File: src/rtl/regfile_op_sequencer_pkg.sv
// regfile_seq_pkg: shared types and default widths for the register-file
// operation sequencer and its command/response interface.
package regfile_seq_pkg;

  localparam int DEF_ADDR_WIDTH = 5;
  localparam int DEF_REG_WIDTH  = 8;
  localparam int DEF_OP_WIDTH   = 3;

  typedef enum logic [2:0] {
    IDLE  = 3'd0,
    READ  = 3'd1,
    EXEC  = 3'd2,
    WRITE = 3'd3,
    CLEAR = 3'd4,
    RESP  = 3'd5
  } state_t;

endpackage

File: src/rtl/regfile_op_sequencer_if.sv
// regfile_op_sequencer_if: command and response handshakes of the sequencer.
// The master issues commands and consumes responses; the slave is the sequencer.
interface regfile_op_sequencer_if
  import regfile_seq_pkg::*;
#(
  parameter int ADDR_WIDTH = DEF_ADDR_WIDTH,
  parameter int REG_WIDTH  = DEF_REG_WIDTH,
  parameter int OP_WIDTH   = DEF_OP_WIDTH
);

  logic                  cmd_valid;
  logic                  cmd_ready;
  logic                  cmd_clr;
  logic [OP_WIDTH-1:0]   cmd_op;
  logic [ADDR_WIDTH-1:0] cmd_rs1;
  logic [ADDR_WIDTH-1:0] cmd_rs2;
  logic [ADDR_WIDTH-1:0] cmd_rd;
  logic                  rsp_valid;
  logic                  rsp_ready;
  logic [REG_WIDTH-1:0]  rsp_data;
  logic [ADDR_WIDTH-1:0] rsp_rd;

  modport master (
    output cmd_valid, cmd_clr, cmd_op, cmd_rs1, cmd_rs2, cmd_rd, rsp_ready,
    input  cmd_ready, rsp_valid, rsp_data, rsp_rd
  );

  modport slave (
    input  cmd_valid, cmd_clr, cmd_op, cmd_rs1, cmd_rs2, cmd_rd, rsp_ready,
    output cmd_ready, rsp_valid, rsp_data, rsp_rd
  );

endinterface

File: src/rtl/regfile_op_sequencer.sv
// regfile_op_sequencer: runs one register-file/ALU operation per command
// (read both sources, execute, write back, respond) or clears every register,
// one per cycle. Owns both RF read ports and the single RF write port.
// Optional feature macro RF_ZERO_REG_EN: register 0 reads as zero and is
// never written by an operation (CLEAR still writes it).
module regfile_op_sequencer
  import regfile_seq_pkg::*;
#(
  parameter int ADDR_WIDTH = DEF_ADDR_WIDTH,
  parameter int REG_WIDTH  = DEF_REG_WIDTH,
  parameter int OP_WIDTH   = DEF_OP_WIDTH
) (
  input  logic                  clk,
  input  logic                  reset,
  regfile_op_sequencer_if.slave bus,
  output logic [ADDR_WIDTH-1:0] rf_read_1_addr,
  output logic [ADDR_WIDTH-1:0] rf_read_2_addr,
  input  logic [REG_WIDTH-1:0]  rf_read_bus_1,
  input  logic [REG_WIDTH-1:0]  rf_read_bus_2,
  output logic [ADDR_WIDTH-1:0] rf_write_addr,
  output logic [REG_WIDTH-1:0]  rf_write_bus,
  output logic                  rf_write_enabled,
  output logic [OP_WIDTH-1:0]   alu_op,
  output logic [REG_WIDTH-1:0]  alu_a,
  output logic [REG_WIDTH-1:0]  alu_b,
  input  logic [REG_WIDTH-1:0]  alu_result
);

  // Highest register index (REG_N-1); the clear sweep ends after writing it.
  localparam logic [ADDR_WIDTH-1:0] LAST_ADDR = {ADDR_WIDTH{1'b1}};

  state_t                state_reg, state_next;
  logic [OP_WIDTH-1:0]   op_reg;
  logic [ADDR_WIDTH-1:0] rs1_reg;
  logic [ADDR_WIDTH-1:0] rs2_reg;
  logic [ADDR_WIDTH-1:0] rd_reg;
  logic [REG_WIDTH-1:0]  opa_reg;
  logic [REG_WIDTH-1:0]  opb_reg;
  logic [REG_WIDTH-1:0]  result_reg;
  logic [ADDR_WIDTH-1:0] cnt_reg;

  logic [REG_WIDTH-1:0]  rd1_val;
  logic [REG_WIDTH-1:0]  rd2_val;
  logic                  wr_allowed;

`ifdef RF_ZERO_REG_EN
  // Register 0 is hardwired to zero: mask its read data, suppress its writes.
  assign rd1_val    = (rs1_reg == '0) ? '0 : rf_read_bus_1;
  assign rd2_val    = (rs2_reg == '0) ? '0 : rf_read_bus_2;
  assign wr_allowed = (rd_reg != '0);
`else
  assign rd1_val    = rf_read_bus_1;
  assign rd2_val    = rf_read_bus_2;
  assign wr_allowed = 1'b1;
`endif

  // State register.
  always_ff @(posedge clk or negedge reset) begin
    if (!reset) state_reg <= IDLE;
    else        state_reg <= state_next;
  end

  // Next-state decode.
  always_comb begin
    state_next = state_reg;
    case (state_reg)
      IDLE:    if (bus.cmd_valid) state_next = bus.cmd_clr ? CLEAR : READ;
      READ:    state_next = EXEC;
      EXEC:    state_next = WRITE;
      WRITE:   state_next = RESP;
      CLEAR:   if (cnt_reg == LAST_ADDR) state_next = RESP;
      RESP:    if (bus.rsp_ready) state_next = IDLE;
      default: state_next = IDLE;
    endcase
  end

  // Output decode; the write strobe depends on state only, so it drops the
  // instant reset asserts.
  always_comb begin
    rf_read_1_addr   = '0;
    rf_read_2_addr   = '0;
    rf_write_addr    = '0;
    rf_write_bus     = '0;
    rf_write_enabled = 1'b0;
    alu_op           = '0;
    alu_a            = '0;
    alu_b            = '0;
    case (state_reg)
      READ: begin
        rf_read_1_addr = rs1_reg;
        rf_read_2_addr = rs2_reg;
      end
      EXEC: begin
        alu_op = op_reg;
        alu_a  = opa_reg;
        alu_b  = opb_reg;
      end
      WRITE: begin
        rf_write_enabled = wr_allowed;
        rf_write_addr    = rd_reg;
        rf_write_bus     = result_reg;
      end
      CLEAR: begin
        rf_write_enabled = 1'b1;
        rf_write_addr    = cnt_reg;
      end
      default: ;
    endcase
  end

  assign bus.cmd_ready = (state_reg == IDLE);
  assign bus.rsp_valid = (state_reg == RESP);
  assign bus.rsp_data  = result_reg;
  assign bus.rsp_rd    = rd_reg;

  // Command latch, operand/result capture and clear counter.
  always_ff @(posedge clk or negedge reset) begin
    if (!reset) begin
      op_reg     <= '0;
      rs1_reg    <= '0;
      rs2_reg    <= '0;
      rd_reg     <= '0;
      opa_reg    <= '0;
      opb_reg    <= '0;
      result_reg <= '0;
      cnt_reg    <= '0;
    end else begin
      case (state_reg)
        IDLE: begin
          if (bus.cmd_valid) begin
            op_reg  <= bus.cmd_op;
            rs1_reg <= bus.cmd_rs1;
            rs2_reg <= bus.cmd_rs2;
            rd_reg  <= bus.cmd_rd;
            cnt_reg <= '0;
          end
        end
        READ: begin
          opa_reg <= rd1_val;
          opb_reg <= rd2_val;
        end
        EXEC: result_reg <= alu_result;
        CLEAR: begin
          if (cnt_reg == LAST_ADDR) begin
            // Clear reports the last register swept with a zero result.
            result_reg <= '0;
            rd_reg     <= LAST_ADDR;
            cnt_reg    <= '0;
          end else begin
            cnt_reg <= cnt_reg + 1'b1;
          end
        end
        default: ;
      endcase
    end
  end

endmodule

File: src/flat_wrapper.sv
// flat-port wrapper written by rule: the top's interface ports become plain ports
module regfile_op_sequencer_flat import regfile_seq_pkg::*;
#(
  parameter int ADDR_WIDTH = DEF_ADDR_WIDTH,
  parameter int REG_WIDTH  = DEF_REG_WIDTH,
  parameter int OP_WIDTH   = DEF_OP_WIDTH
)
  (clk, reset, rf_read_1_addr, rf_read_2_addr, rf_read_bus_1, rf_read_bus_2, rf_write_addr, rf_write_bus, rf_write_enabled, alu_op, alu_a, alu_b, alu_result, bus_cmd_valid, bus_cmd_clr, bus_cmd_op, bus_cmd_rs1, bus_cmd_rs2, bus_cmd_rd, bus_rsp_ready, bus_cmd_ready, bus_rsp_valid, bus_rsp_data, bus_rsp_rd);
  regfile_op_sequencer_if #(.ADDR_WIDTH(ADDR_WIDTH), .REG_WIDTH(REG_WIDTH), .OP_WIDTH(OP_WIDTH)) bus_i ();
  input  logic clk;
  input  logic reset;
  output logic [ADDR_WIDTH-1:0] rf_read_1_addr;
  output logic [ADDR_WIDTH-1:0] rf_read_2_addr;
  input  logic [REG_WIDTH-1:0] rf_read_bus_1;
  input  logic [REG_WIDTH-1:0] rf_read_bus_2;
  output logic [ADDR_WIDTH-1:0] rf_write_addr;
  output logic [REG_WIDTH-1:0] rf_write_bus;
  output logic rf_write_enabled;
  output logic [OP_WIDTH-1:0] alu_op;
  output logic [REG_WIDTH-1:0] alu_a;
  output logic [REG_WIDTH-1:0] alu_b;
  input  logic [REG_WIDTH-1:0] alu_result;
  input wire logic [$bits(bus_i.cmd_valid)-1:0] bus_cmd_valid;
  input wire logic [$bits(bus_i.cmd_clr)-1:0] bus_cmd_clr;
  input wire logic [$bits(bus_i.cmd_op)-1:0] bus_cmd_op;
  input wire logic [$bits(bus_i.cmd_rs1)-1:0] bus_cmd_rs1;
  input wire logic [$bits(bus_i.cmd_rs2)-1:0] bus_cmd_rs2;
  input wire logic [$bits(bus_i.cmd_rd)-1:0] bus_cmd_rd;
  input wire logic [$bits(bus_i.rsp_ready)-1:0] bus_rsp_ready;
  output wire logic [$bits(bus_i.cmd_ready)-1:0] bus_cmd_ready;
  output wire logic [$bits(bus_i.rsp_valid)-1:0] bus_rsp_valid;
  output wire logic [$bits(bus_i.rsp_data)-1:0] bus_rsp_data;
  output wire logic [$bits(bus_i.rsp_rd)-1:0] bus_rsp_rd;
  assign bus_i.cmd_valid = bus_cmd_valid;
  assign bus_i.cmd_clr = bus_cmd_clr;
  assign bus_i.cmd_op = bus_cmd_op;
  assign bus_i.cmd_rs1 = bus_cmd_rs1;
  assign bus_i.cmd_rs2 = bus_cmd_rs2;
  assign bus_i.cmd_rd = bus_cmd_rd;
  assign bus_i.rsp_ready = bus_rsp_ready;
  assign bus_cmd_ready = bus_i.cmd_ready;
  assign bus_rsp_valid = bus_i.rsp_valid;
  assign bus_rsp_data = bus_i.rsp_data;
  assign bus_rsp_rd = bus_i.rsp_rd;
  regfile_op_sequencer #(.ADDR_WIDTH(ADDR_WIDTH), .REG_WIDTH(REG_WIDTH), .OP_WIDTH(OP_WIDTH)) u_core (.clk(clk), .reset(reset), .bus(bus_i), .rf_read_1_addr(rf_read_1_addr), .rf_read_2_addr(rf_read_2_addr), .rf_read_bus_1(rf_read_bus_1), .rf_read_bus_2(rf_read_bus_2), .rf_write_addr(rf_write_addr), .rf_write_bus(rf_write_bus), .rf_write_enabled(rf_write_enabled), .alu_op(alu_op), .alu_a(alu_a), .alu_b(alu_b), .alu_result(alu_result));
endmodule
File: config.mk
export PLATFORM = sky130hd
export DESIGN_NAME = regfile_op_sequencer_flat
export DESIGN_NICKNAME = d
export VERILOG_FILES = /design/src/rtl/regfile_op_sequencer_pkg.sv /design/src/rtl/regfile_op_sequencer_if.sv /design/src/rtl/regfile_op_sequencer.sv /design/src/flat_wrapper.sv
export SDC_FILE = /design/constraint.sdc
export NUM_CORES = 1
export LEC_CHECK = 0
export BUFFER_PORTS_ARGS = -buffer_cell sky130_fd_sc_hd__buf_2
export CAP_MARGIN = 20
export CORE_ASPECT_RATIO = 1.75
export CORE_UTILIZATION = 51
export DETAILED_ROUTE_END_ITERATION = 8
export PLACE_DENSITY = 0.85
export SETUP_SLACK_MARGIN = 0.02
export SYNTH_ARGS = -nofsm -noshare
export SYNTH_HDL_FRONTEND = slang
export SYNTH_SLANG_ARGS = --single-unit
File: constraint.sdc
create_clock -name clk -period 2.6 [get_ports clk]
set_input_delay 0.52 -clock clk [delete_from_list [all_inputs] [get_ports clk]]
set_output_delay 0.52 -clock clk [all_outputs]
set_load 0.01 [all_outputs]
==> insert_results.sql <==
INSERT INTO impl_metrics (metric_group, metric, value, unit) VALUES
('floorplan', 'horiz_die_dim', '54.1', 'µm'),
('floorplan', 'design.die.area', '5030', 'µm²'),
('sta', 'final.setup.tns', '0', 'ns'),
('clocking', 'clock_insertion_delay_worst_skew', '0.30', 'ns'),
('sta', 'hold_viol', '0', ''),
('floorplan', 'initial_utilization', '0.539', ''),
('logic_synthesis', 'mappedNetlistNets', '246', ''),
('sta', 'unrepaired_setup_endpoints_after_global_routing', 'no', ''),
('grt', 'busiest_layer', 'met2', ''),
('clocking', 'ctsLongestPathBuffers', '2', ''),
('placement', 'placed_insts', '344', ''),
('placement', 'detailed_place_hpwl', '4140', 'µm'),
('final_layout', 'final_cell_count_no_fill', '352', ''),
('critical_path', 'cp_cell_sequence', 'inv_2 -> nor3_4 -> and2_1 -> buf_2', ''),
('final_layout', 'post_layout_instance_area', '3060', 'µm²'),
('critical_path', 'worstPathMaxFanout', '13', ''),
('drt', 'antenna_violating_nets_post_route', '0', ''),
('grt', 'met1_usage', '0.274', ''),
('drt', 'drtIter0Drc', '43', ''),
('drt', 'vias_per_cell', '5.66', ''),
('drt', 'routed_wl', '5560', 'µm'),
('clocking', 'postCtsSetupRepairBufs', '0', ''),
('clocking', 'clock_tree.root_cell', 'sky130_fd_sc_hd__clkbuf_8', ''),
('logic_synthesis', 'synth.area.top_cells', 'sky130_fd_sc_hd__dfrtp_1, sky130_fd_sc_hd__mux2_2, sky130_fd_sc_hd__and3_1', ''),
('clocking', 'cts_h_tree_lvls', '2', ''),
('critical_path', 'critPathRequiredTime', '2.08', 'ns'),
('power_and_ir_drop', 'vdd_ir_drop_max', '678', 'µV'),
('clocking', 'clkSinkCount', '50', ''),
('logic_synthesis', 'avgSynthCellArea', '12.3', 'µm²'),
('drt', 'post_drt_wl_per_cell', '15.8', 'µm'),
('floorplan', 'placeableCoreArea', '4480', 'µm²'),
('sta', 'slew-limit-headroom', '0.536', ''),
('power_and_ir_drop', 'power_density', '952', 'nW/µm²'),
('clocking', 'cts_hold_buf', '0', ''),
('final_layout', 'final_net_count', '349', ''),
('logic_synthesis', 'synth-async-reset-ratio', '1.00', ''),
('final_layout', 'layout-drive-gt1-share', '0.505', ''),
('clocking', 'tritoncts_clock_tree', 'done', ''),
('placement', 'place.gp.congestion', '0.818', ''),
('grt', 'global_route.usage.met2', '0.428', ''),
('logic_synthesis', 'seq_area_frac_synth', '0.517', ''),
('logic_synthesis', 'yosysMostFrequentCell', 'sky130_fd_sc_hd__dfrtp_1', ''),
('critical_path', 'critical_path_type', 'reg -> out', ''),
('floorplan', 'die_height', '93.1', 'µm'),
('final_layout', 'n_antenna_cell', '0', ''),
('critical_path', 'timing.critical_path.arrival', '1.80', 'ns'),
('drt', 'drt_pass1_iterations', '4', ''),
('critical_path', 'crit_slowest_cell', 'sky130_fd_sc_hd__dfrtp_1', ''),
('run', 'maxCapViolations', '0', ''),
('logic_synthesis', 'syn-instance-count', '197', ''),
('grt', 'grt_pass1_wl', '8960', 'µm'),
('logic_synthesis', 'synth-edff-count', '0', ''),
('power_and_ir_drop', 'sequentialPowerShare', '0.488', ''),
('power_and_ir_drop', 'total_leakage_power', '1.68', 'nW'),
('run_status', 'run_status', 'finished, final reports clean', ''),
('logic_synthesis', 'synth_largest_area_cell', 'sky130_fd_sc_hd__dfrtp_1', ''),
('critical_path', 'max_stage_delay', '0.51', 'ns'),
('drt', 'route.detailed.drc', '0', ''),
('logic_synthesis', 'synth_ff_type', 'sky130_fd_sc_hd__dfrtp_1', ''),
('final_layout', 'synthToLayoutAreaGrowth', '26.4', '%'),
('logic_synthesis', 'synth.top_cells.by_count', 'sky130_fd_sc_hd__dfrtp_1, sky130_fd_sc_hd__and3_1, sky130_fd_sc_hd__mux2_2', ''),
('grt', 'grt_max_degree', '33', ''),
('power_and_ir_drop', 'power.switching', '0.000956', 'W'),
('logic_synthesis', 'synth.top_cell.area_share', '0.517', ''),
('sta', 'fin_worst_skew', '0.00445', 'ns'),
('hold_path', 'hold_class', 'in -> async', ''),
('critical_path', 'worstSetupEndpointType', 'output port', ''),
('grt', 'use_met3', '0.0504', ''),
('sta', 'final_max_slew_viol_count', '0', ''),
('logic_synthesis', 'postSynthRegisterBits', '50', ''),
('power_and_ir_drop', 'internal_power', '0.00195', 'W');
## power groups by stage
stage	logic, W	registers [W]	clock network [W]
after floorplan	0.000715	0.00138	0
after global placement	0.00100	0.00142	0
after detailed placement	0.00104	0.00143	0
after CTS	0.00104	0.00142	0.000478
after global routing	0.00113	0.00147	0.000505
final	0.00103	0.00142	0.000462
## cell usage in the layout (no fill, tap or decap), drive strengths merged, types with 2 or more instances in the layout
cell / n
buf: 109
and3: 29
and2: 10
a22o: 7
nor3: 5
mux2: 29
a2bb2oi: 8
nand2b: 2
ha: 2
nor2: 5
o21ai: 12
nand2: 2
dfrtp: 50
o22a: 5
clkbuf: 6
inv: 2
## logic make-up (layout without fill, tap and decap cells)
family / after synthesis / count (layout) / synth area share
and+or+nand+nor: 63 / 63 / 0.169
AOI/OAI and AO/OA: 37 / 37 / 0.114
buffers and inverters: 15 / 119 / 0.0362
DFF: 50 / 50 / 0.517
muxes: 30 / 30 / 0.153
adders and majority gates: 2 / 2 / 0.0103
## final timing paths
check	cells after the start	slack, ns	from	end
max	4	0.28	u_core.state_reg[0]	rf_read_1_addr[0]
min	1	0.25	reset	u_core.bus.rsp_data[2]
max reg2reg	4	0.62	u_core.state_reg[0]	u_core.opa_reg[5]
min reg2reg	1	0.50	u_core.rs2_reg[4]	u_core.rs2_reg[4]
max in group asynchronous	2	1.64	reset	u_core.bus.rsp_rd[3]
min in group clk	2	0.45	rf_read_bus_2[6]	u_core.opb_reg[6]
## metal layers
layer	up-vias	wire length, µm
met5	-	0
met4	0	148
met3	17	313
met2	82	3020
met1	969	2080
li1	923	-
## what timing repair did
item                                    in CTS  in global routing
endpoints found under the setup margin       0                 27
endpoints found under the hold margin        0                  0
gates resized for setup                      0                  1
## area by class of cell
type / count / area (µm²)
clock buffers: 6 / 82.6
clock inverters: 2 / 12.5
fillers: 362 / 1430
inverters: 2 / 7.51
multi-input cells: 132 / 1080
flip-flops and latches: 50 / 1250
well taps: 51 / 63.8
repair buffers: 109 / 558
## per-stage QoR
step / power (W) / setup slack (ns) / hold WS, ns
floorplan: 0.00210 / 0.744 / 0.224
global placement: 0.00242 / 0.484 / 0.479
detailed placement: 0.00247 / 0.453 / 0.485
CTS: 0.00294 / 0.103 / 0.281
global route: 0.00311 / 0.143 / 0.308
finish: 0.00291 / 0.278 / 0.252
## worst max-delay path, delay by kind of cell (launching register included)
family,cells,cell delay (ns)
flops,1,0.51
buf+inv,2,0.30
simple gates,2,0.68
Note: power is estimated with default switching activity, not from simulation.
